File: src/rtl/dmem_arbiter.sv
// dmem_arbiter: round-robin two-port arbiter for a single-port data memory with checked, registered responses
module dmem_arbiter #(
  parameter logic [31:0] BASE_ADDR = 32'h01000000,
  parameter logic [31:0] MEM_BYTES = 32'h00100000
) (
  input  logic        clock,
  input  logic        reset,
  input  logic        p0_req_valid,
  output logic        p0_req_ready,
  input  logic        p0_read_write,
  input  logic [1:0]  p0_access_size,
  input  logic [31:0] p0_address,
  input  logic [31:0] p0_wdata,
  output logic        p0_rsp_valid,
  input  logic        p0_rsp_ready,
  output logic [31:0] p0_rsp_rdata,
  output logic        p0_rsp_err,
  input  logic        p1_req_valid,
  output logic        p1_req_ready,
  input  logic        p1_read_write,
  input  logic [1:0]  p1_access_size,
  input  logic [31:0] p1_address,
  input  logic [31:0] p1_wdata,
  output logic        p1_rsp_valid,
  input  logic        p1_rsp_ready,
  output logic [31:0] p1_rsp_rdata,
  output logic        p1_rsp_err,
  output logic        mem_read_write,
  output logic [1:0]  mem_access_size,
  output logic [31:0] mem_address,
  output logic [31:0] mem_data_in,
  input  logic [31:0] mem_data_out
);
  logic [1:0]  full, err_q, elig, gnt, rsp_ready;
  logic [31:0] rdata [2];
  logic        last_grant, sel, any, rw, mis, oor, err, wr;
  logic [1:0]  size;
  logic [31:0] addr, wdata;
  logic [2:0]  nbytes;
  logic [32:0] end_addr;
  assign rsp_ready = {p1_rsp_ready, p0_rsp_ready};
  assign elig = {p1_req_valid & (~full[1] | p1_rsp_ready),
                 p0_req_valid & (~full[0] | p0_rsp_ready)};
  // reset gating keeps ready low and blocks any write while reset is held
  assign gnt[0] = reset & elig[0] & (~elig[1] | last_grant);
  assign gnt[1] = reset & elig[1] & (~elig[0] | ~last_grant);
  assign any = |gnt;
  assign sel = gnt[1];
  assign rw    = sel ? p1_read_write  : p0_read_write;
  assign size  = sel ? p1_access_size : p0_access_size;
  assign addr  = sel ? p1_address     : p0_address;
  assign wdata = sel ? p1_wdata       : p0_wdata;
  assign nbytes = size == 2'b00 ? 3'd1 : size == 2'b01 ? 3'd2 : 3'd4;
  assign mis = (size == 2'b01 & addr[0]) | (size[1] & |addr[1:0]);
  // 33-bit end address so a request near 4 GiB cannot wrap into range
  assign end_addr = {1'b0, addr} + {30'd0, nbytes};
  assign oor = (addr < BASE_ADDR) | (end_addr > ({1'b0, BASE_ADDR} + {1'b0, MEM_BYTES}));
  assign err = mis | oor;
  assign wr = any & rw & ~err;
  assign mem_read_write  = wr;
  assign mem_address     = any ? addr : BASE_ADDR;
  assign mem_access_size = any ? {size[1], size[0] & ~size[1]} : 2'b10;
  assign mem_data_in     = wr ? wdata : 32'd0;
  always_ff @(posedge clock or negedge reset)
    if (!reset) begin
      full <= 2'b00;
      err_q <= 2'b00;
      last_grant <= 1'b1;
      for (int n = 0; n < 2; n++) rdata[n] <= 32'd0;
    end else begin
      if (any) last_grant <= sel;
      for (int n = 0; n < 2; n++)
        if (gnt[n]) begin
          full[n] <= 1'b1;
          err_q[n] <= err;
          rdata[n] <= (rw | err) ? 32'd0 : mem_data_out;
        end else if (rsp_ready[n]) full[n] <= 1'b0;
    end
  assign p0_req_ready = gnt[0];
  assign p1_req_ready = gnt[1];
  assign p0_rsp_valid = full[0];
  assign p1_rsp_valid = full[1];
  assign p0_rsp_err   = err_q[0];
  assign p1_rsp_err   = err_q[1];
  assign p0_rsp_rdata = rdata[0];
  assign p1_rsp_rdata = rdata[1];
endmodule

File: config.mk
export PLATFORM = sky130hd
export DESIGN_NAME = dmem_arbiter
export DESIGN_NICKNAME = d
export VERILOG_FILES = /design/src/rtl/dmem_arbiter.sv
export SDC_FILE = /design/constraint.sdc
export NUM_CORES = 1
export LEC_CHECK = 0
export CAP_MARGIN = 5
export CORE_MARGIN = 10
export CORE_UTILIZATION = 35
export CTS_CLUSTER_SIZE = 25
export DETAILED_ROUTE_END_ITERATION = 8
export PLACE_DENSITY = 0.84
export SLEW_MARGIN = 20
export SYNTH_ARGS = -nofsm -noshare
export SYNTH_HDL_FRONTEND = slang
export SYNTH_SLANG_ARGS = --single-unit
File: constraint.sdc
create_clock -name clock -period 9 [get_ports clock]
set_input_delay 1.8 -clock clock [delete_from_list [all_inputs] [get_ports clock]]
set_output_delay 1.8 -clock clock [all_outputs]
set_load 0.02 [all_outputs]
## Word level (Yosys, flattened, before mapping)

Index checks and enable logic that the tools add are counted.
Widths: inputs -> output; s select.

| word-level totals | value |
|---|---|
| flip-flop bits (word level) | 69 |
| input port bits | 172 |
| logic and storage cells | 56 |

| operators by class | value |
|---|---|
| reductions and logical operators | 5 |
| order comparisons | 2 |
| bitwise gates (word level) | 26 |
| multiplexer cells | 14 |
| $add $sub $neg | 1 |
| eq/ne operators | 1 |

Operator list:

| operator | number |
|---|---|
| $mux 32 | 5 |
| $add 32x3->33 | 1 |
| $gt 33x25->1 const B | 1 |
| $lt 32x25->1 const B | 1 |
| $and 1x1->1 | 11 |
| $or 1x1->1 | 8 |
| $not 1->1 | 7 |
| $mux 3 | 2 |
| $mux 1 | 5 |
| $mux 2 | 2 |
| $reduce_bool 2->1 | 2 |
| $reduce_or 2->1 | 2 |
| $eq 2x1->1 const B | 1 |
| $logic_not 2->1 | 1 |

## Depth between registers and ports, before layout

| depth | value |
|---|---|
| word-level depth | 17 |
| mapped depth | 23 |
| gate-level depth less buffers | 16 |

## Worst setup path after synthesis

OpenSTA, ideal clock, no wires.

| path | value |
|---|---|
| path type | in2out |
| start | input port p1_rsp_ready |
| end | output port mem_data_in[22] |
| path slack | 0.843 ns |
| path buffers | 6 |
| stages | 21 |
| data arrival time | 6.357 ns |
| cell sequence | nand2b_1 o2111ai_4 inv_4 buf_6 buf_4 buf_4 clkbuf_1 clkbuf_1 o31ai_1 ha_1 fa_1 a21oi_1 nor2_1 xor2_1 nor4_1 a311o_1 o2111ai_1 nor4b_2 o21ai_1 clkbuf_1 a21oi_1 |

| between the ends | value |
|---|---|
| longest elaborated chain between the ends | 15 |
| elaborated cells on any way between the ends | 29 |
| classes of those cells | add/sub: 1; order compare: 2; eq/ne: 1; mux: 7; bitwise: 15; reduce/logical: 3 |

Ends and longest elaborated chain:

| what | RTL line | source |
|---|---|---|
| from (decl) | 25 | `input logic p1_rsp_ready,` |
| $or 1x1->1 (*) | 42 | `assign elig = {p1_req_valid & (~full[1] \| p1_rsp_ready),` |
| $and 1x1->1 (*) | 42 |  |
| $and 1x1->1 (*) (2 in a row) | 46 | `assign gnt[1] = reset & elig[1] & (~elig[0] \| ~last_grant);` |
| via p1_req_ready | 19 | `output logic p1_req_ready,` |
| $mux 2 | 50 | `assign size = sel ? p1_access_size : p0_access_size;` |
| $eq 2x1->1 | 53, 54 |  |
| $mux 3 (2 in a row) | 53 | `assign nbytes = size == 2'b00 ? 3'd1 : size == 2'b01 ? 3'd2 : 3'd4;` |
| $add 32x3->33 | 56 | `assign end_addr = {1'b0, addr} + {30'd0, nbytes};` |
| $gt 33x25->1 | 57 | `assign oor = (addr < BASE_ADDR) \| (end_addr > ({1'b0, BASE_ADDR} + {1'b0, MEM_BYTES}));` |
| $or 1x1->1 | 57 |  |
| $or 1x1->1 | 58 | `assign err = mis \| oor;` |
| $not 1->1 | 59 | `assign wr = any & rw & ~err;` |
| $and 1x1->1 | 59 |  |
| $mux 32 (*) | 63 | `assign mem_data_in = wr ? wdata : 32'd0;` |
| to (decl) | 31 | `output logic [31:0] mem_data_in,` |

Mark *: on every way through the listed nets, which the timed path passes. The rest lies on a longest branch.

## Final worst setup path

| path | value |
|---|---|
| start | input port p0_rsp_ready |
| end | output port mem_data_in[31] |

| between the ends | value |
|---|---|
| longest elaborated chain between the ends | 16 |
| elaborated cells on any way between the ends | 29 |
| classes of those cells | add/sub: 1; order compare: 2; eq/ne: 1; mux: 7; bitwise: 15; reduce/logical: 3 |

Ends and longest elaborated chain:

| what | RTL line | source |
|---|---|---|
| from (decl) | 15 | `input logic p0_rsp_ready,` |
| $or 1x1->1 (*) | 43 | `p0_req_valid & (~full[0] \| p0_rsp_ready)};` |
| $and 1x1->1 (*) | 43 |  |
| $not 1->1 | 46 |  |
| $or 1x1->1 | 46 |  |
| $and 1x1->1 | 46 |  |
| $mux 2 | 50 |  |
| $eq 2x1->1 | 53, 54 |  |
| $mux 3 (2 in a row) | 53 |  |
| $add 32x3->33 | 56 |  |
| $gt 33x25->1 | 57 |  |
| $or 1x1->1 | 57 |  |
| $or 1x1->1 | 58 |  |
| $not 1->1 | 59 |  |
| $and 1x1->1 | 59 |  |
| $mux 32 (*) | 63 |  |

Every way passes the cells marked *; elsewhere a longest branch is shown, timed or not.

==> summary.md <==
| Metric | Value |
|---|---|
| Met1 track demand over resource | `a little over a quarter` |
| Number of distinct library cells after synthesis | `just over 60` |
| Root Buffer Master | `sky130_fd_sc_hd__clkbuf_16` |
| Number of top-level pins | `between 300 and 400` |
| Vias after detailed routing | `just over 7,000` |
| DP Cell Count | `1,236` |
| Most crowded layer after global routing | `met2` |
| Core occupancy in the finished layout | `~57%` |
| Kind of capture point of the worst setup path | `primary output` |
| Number of placement rows | `47` |
| Async set or reset register ratio after synthesis | `100%` |
| Met2 global-route usage | `a little under two fifths` |
| Via count of the first global-routing pass | `just under 7,000` |
| Outcome | `complete, no violations` |
| Post-Route Skew | `slightly above 8 ps` |
| Ys flop type | `sky130_fd_sc_hd__dfrtp_1` |
| Transition at the pin with the smallest max-transition slack | `roughly 1000 ps` |
| Antenna violations before repair | `1` |
| Ratio of cells with drive above 1 in the final layout | `about 9.2%` |
| Hold Buf Count CTS | `0` |
| Number of port buffers | `around 300` |
| Setup repair after global routing missed its margin | `yes` |
| Final hold violation count | `0` |
| Number of nets produced by synthesis | `a little over 900` |
| Highest-count cells in the layout ignoring fill and taps | `307 x sky130_fd_sc_hd__clkdlybuf4s50_1, 213 x sky130_fd_sc_hd__nand2_1, 68 x sky130_fd_sc_hd__dfrtp_1` |
| Horizontal extent of the die | `150 µm` |
| Fin area | `roughly 9400 µm²` |
| Cells after Synth | `roughly 750` |
| Power density cells | `~110 nW/µm²` |
| Final hold slack | `approximately 480 ps` |
| Number of gates resized after cts | `0` |
| Total die area | `between 20,000 and 25,000 µm²` |
| Total of endpoints with negative setup slack in the final report | `0` |
| Register bit count reported by yosys | `69` |
| DRC violations left | `0` |
| Max VDD drop | `just under 0.00008 V` |
| Core box area | `between 15,000 and 20,000 µm²` |
| Routability congestion estimate from global placement | `between 0.9 and 1` |
| HP Class | `reg -> reg` |
| Wire length per cell after detailed routing | `21.1 µm` |
| Buffer depth of the longest clock path | `2` |
| Total routing usage reported by global routing | `21.7%` |
| Number of cells on the worst hold path | `2` |
| Worst Hold Launch | `p1_rsp_rdata[5]` |
| Total of warnings raised by yosys | `0` |
| Post-CTS clock slew at the launch and capture registers of the worst setup and hold paths | `60 ps` |
| Cell count of the worst reg-to-reg path | `15` |
| Element type at the critical path start | `primary input` |
| Sink count of the clock tree | `between 60 and 70` |
| Number of enable flip-flop cells after synthesis | `0` |
| Effective utilization at floorplan | `a little over a third` |
| Max-capacitance violation count | `0` |
| Share of synthesized area occupied by flip-flops and latches | `29.3%` |
| CTS H-Tree Depth | `3` |
| Final slew viol count | `0` |
| Layout Cells excl Fill | `around 1,300` |
| Max-slew headroom at the worst pin | `a little under a third` |
| Aggregate global routing overflow | `0` |
| Post-detailed-route via-to-cell ratio | `5.62` |
| Initial DRC Count | `between 400 and 500` |
| End of the worst register-to-register path | `err_q[0]` |
| Syn-to-layout area delta | `60.2%` |
| Endpoint, Worst Hold | `p1_rsp_rdata[5]` |
| Final HPWL from detailed placement | `19.7 mm` |
| Setup slack on the worst flop-to-flop path | `~4100 ps` |
| Met3 global-route usage | `just under 6%` |
| Routed Wire Length | `about 26 mm` |
| Highest Clock Rate | `around 0.11 GHz` |
| Arrival time of data at the critical path endpoint | `6920 ps` |
| Largest net degree at the start of global routing | `70` |
| Cts bufs inserted | `9` |
| Placement-stage worst setup slack | `356 ps` |
| First-pass GRT wire length | `about 40 mm` |
| Post-Place Cell Area | `roughly 9100 µm²` |
| Clock tree from TritonCTS | `built` |
| Highest fanout seen on the critical path | `16` |
| Post-Synthesis Cell Area | `5890 µm²` |
| Clock latency of the later-clocked register in the worst-skew pair | `approximately 330 ps` |
| Critical setup path kind | `in -> out` |
| Post-route antenna net violation count | `0` |
| Period minus WS final | `between 8000 and 9000 ps` |
| Post-CTS setup repair buffer count | `0` |
| First-pass iteration count of the detailed router | `5` |
| Most common library cell in the layout ignoring fill and taps | `sky130_fd_sc_hd__clkdlybuf4s50_1` |
| Post-route clock period utilization | `between 90% and 100%` |
| Mean cell area of the mapped netlist | `roughly 7.8 µm²` |
| Leakage power total | `3.58 nW` |
| Height of the die | `between 100 and 150 µm` |
| Required time reported for the critical path endpoint | `7200 ps` |
| Layout net count | `1,204` |
| Reg2reg start | `last_grant` |
| Final setup slack of the worst path | `about 280 ps` |
-- flip-flops by register name, indices dropped and copies added (netlist names) --
register and flops:
p0_rsp_rdata 32, full 2, last_grant 1, p1_rsp_rdata 32, err_q 2
-- power by group --
| group | internal [mW] | total (mW) | switching (mW) |
|---|---|---|---|
| clock network | 0.248 | 0.395 | 0.147 |
| registers | 0.313 | 0.316 | 0.00242 |
| logic | 0.145 | 0.327 | 0.181 |
-- cell type report --
type	count	area (µm²)
fillers	1458	7090
multi-input cells	616	3870
repair buffers	323	3190
flip-flops and latches	69	1730
well taps	220	275
clock buffers	9	225
clock inverters	7	105
inverters	9	36.3
diodes	1	2.50
-- logic make-up (layout without fill, tap and decap cells) --
kind of cell               after synthesis  after routing  share of synthesized area [%]
DFF                                     69             69                           29.3
xor gates and xnor gates                27             27                           4.02
muxes                                   23             23                           4.25
other                                    0              1                              0
and+or+nand+nor                        374            374                           30.1
buffers and inverters                   67            348                           5.91
adders and majority gates                4              4                          0.977
AOI/OAI and AO/OA                      187            188                           25.4
-- metrics by stage --
stage / power (mW) / TNS (ps)
after floorplan: 0.476 / 0
after global placement: 0.642 / 0
after detailed placement: 0.644 / 0
after CTS: 1.04 / 0
after global routing: 1.08 / -17.8
final: 1.04 / 0
-- cells in the mapped netlist, drive strengths merged (3+ instances only) --
master,number,share of area (%)
a22o,20,3.0
xnor2,13,1.9
o2111ai,3,0.74
inv,8,0.55
nand3b,32,4.1
a211oi,3,0.38
ha,3,0.64
nand2b,4,0.42
or3,7,0.83
and3,11,1.2
clkbuf,36,2.3
nand2,213,14
dfrtp,68,29
nand4,18,1.9
mux2i,17,3.1
o31ai,66,12
nand3,32,2.7
nor2,23,1.5
nor3,13,1.1
xor2,14,2.1
o22ai,5,0.53
nor4,11,1.4
a22oi,3,0.38
a21oi,47,4.2
mux2,6,1.1
buf,22,3.0
a31oi,4,0.42
o21ai,22,1.9
-- critical path, cell delays in order --
cell and delay [ps]:
sky130_fd_sc_hd__clkdlybuf4s50_1 520, sky130_fd_sc_hd__nor2b_4 60, sky130_fd_sc_hd__o2111ai_4 350, sky130_fd_sc_hd__buf_4 290
sky130_fd_sc_hd__nand2_1 100, sky130_fd_sc_hd__nand2_1 80, sky130_fd_sc_hd__ha_1 200, sky130_fd_sc_hd__fa_1 240
sky130_fd_sc_hd__a21oi_1 80, sky130_fd_sc_hd__buf_4 170, sky130_fd_sc_hd__nor4_4 470, sky130_fd_sc_hd__nand4_1 250
sky130_fd_sc_hd__o32ai_1 350, sky130_fd_sc_hd__mux2_2 410, sky130_fd_sc_hd__nor4_4 370, sky130_fd_sc_hd__o21ai_2 320
sky130_fd_sc_hd__a21oi_1 240, sky130_fd_sc_hd__clkdlybuf4s50_1 630
-- worst max path at each step --
stage / from / end / slack [ps] / cells after the start
after floorplan: p1_rsp_ready / mem_data_in[22] / 840 / 21
after global placement: p0_rsp_ready / mem_data_in[14] / 470 / 18
after detailed placement: p0_rsp_ready / mem_data_in[18] / 360 / 17
after CTS: p0_rsp_ready / mem_data_in[18] / 360 / 18
after global routing: p1_rsp_ready / mem_data_in[31] / -20 / 18
final: p0_rsp_ready / mem_data_in[31] / 280 / 18
-- per-layer routing --
metal,share of wire (%),vias to the layer above
met5,0,-
met4,2.9,0
met3,9.9,48
met2,49,380
met1,39,3350
li1,-,3275
No activity file was read; power rests on OpenSTA's default activity.
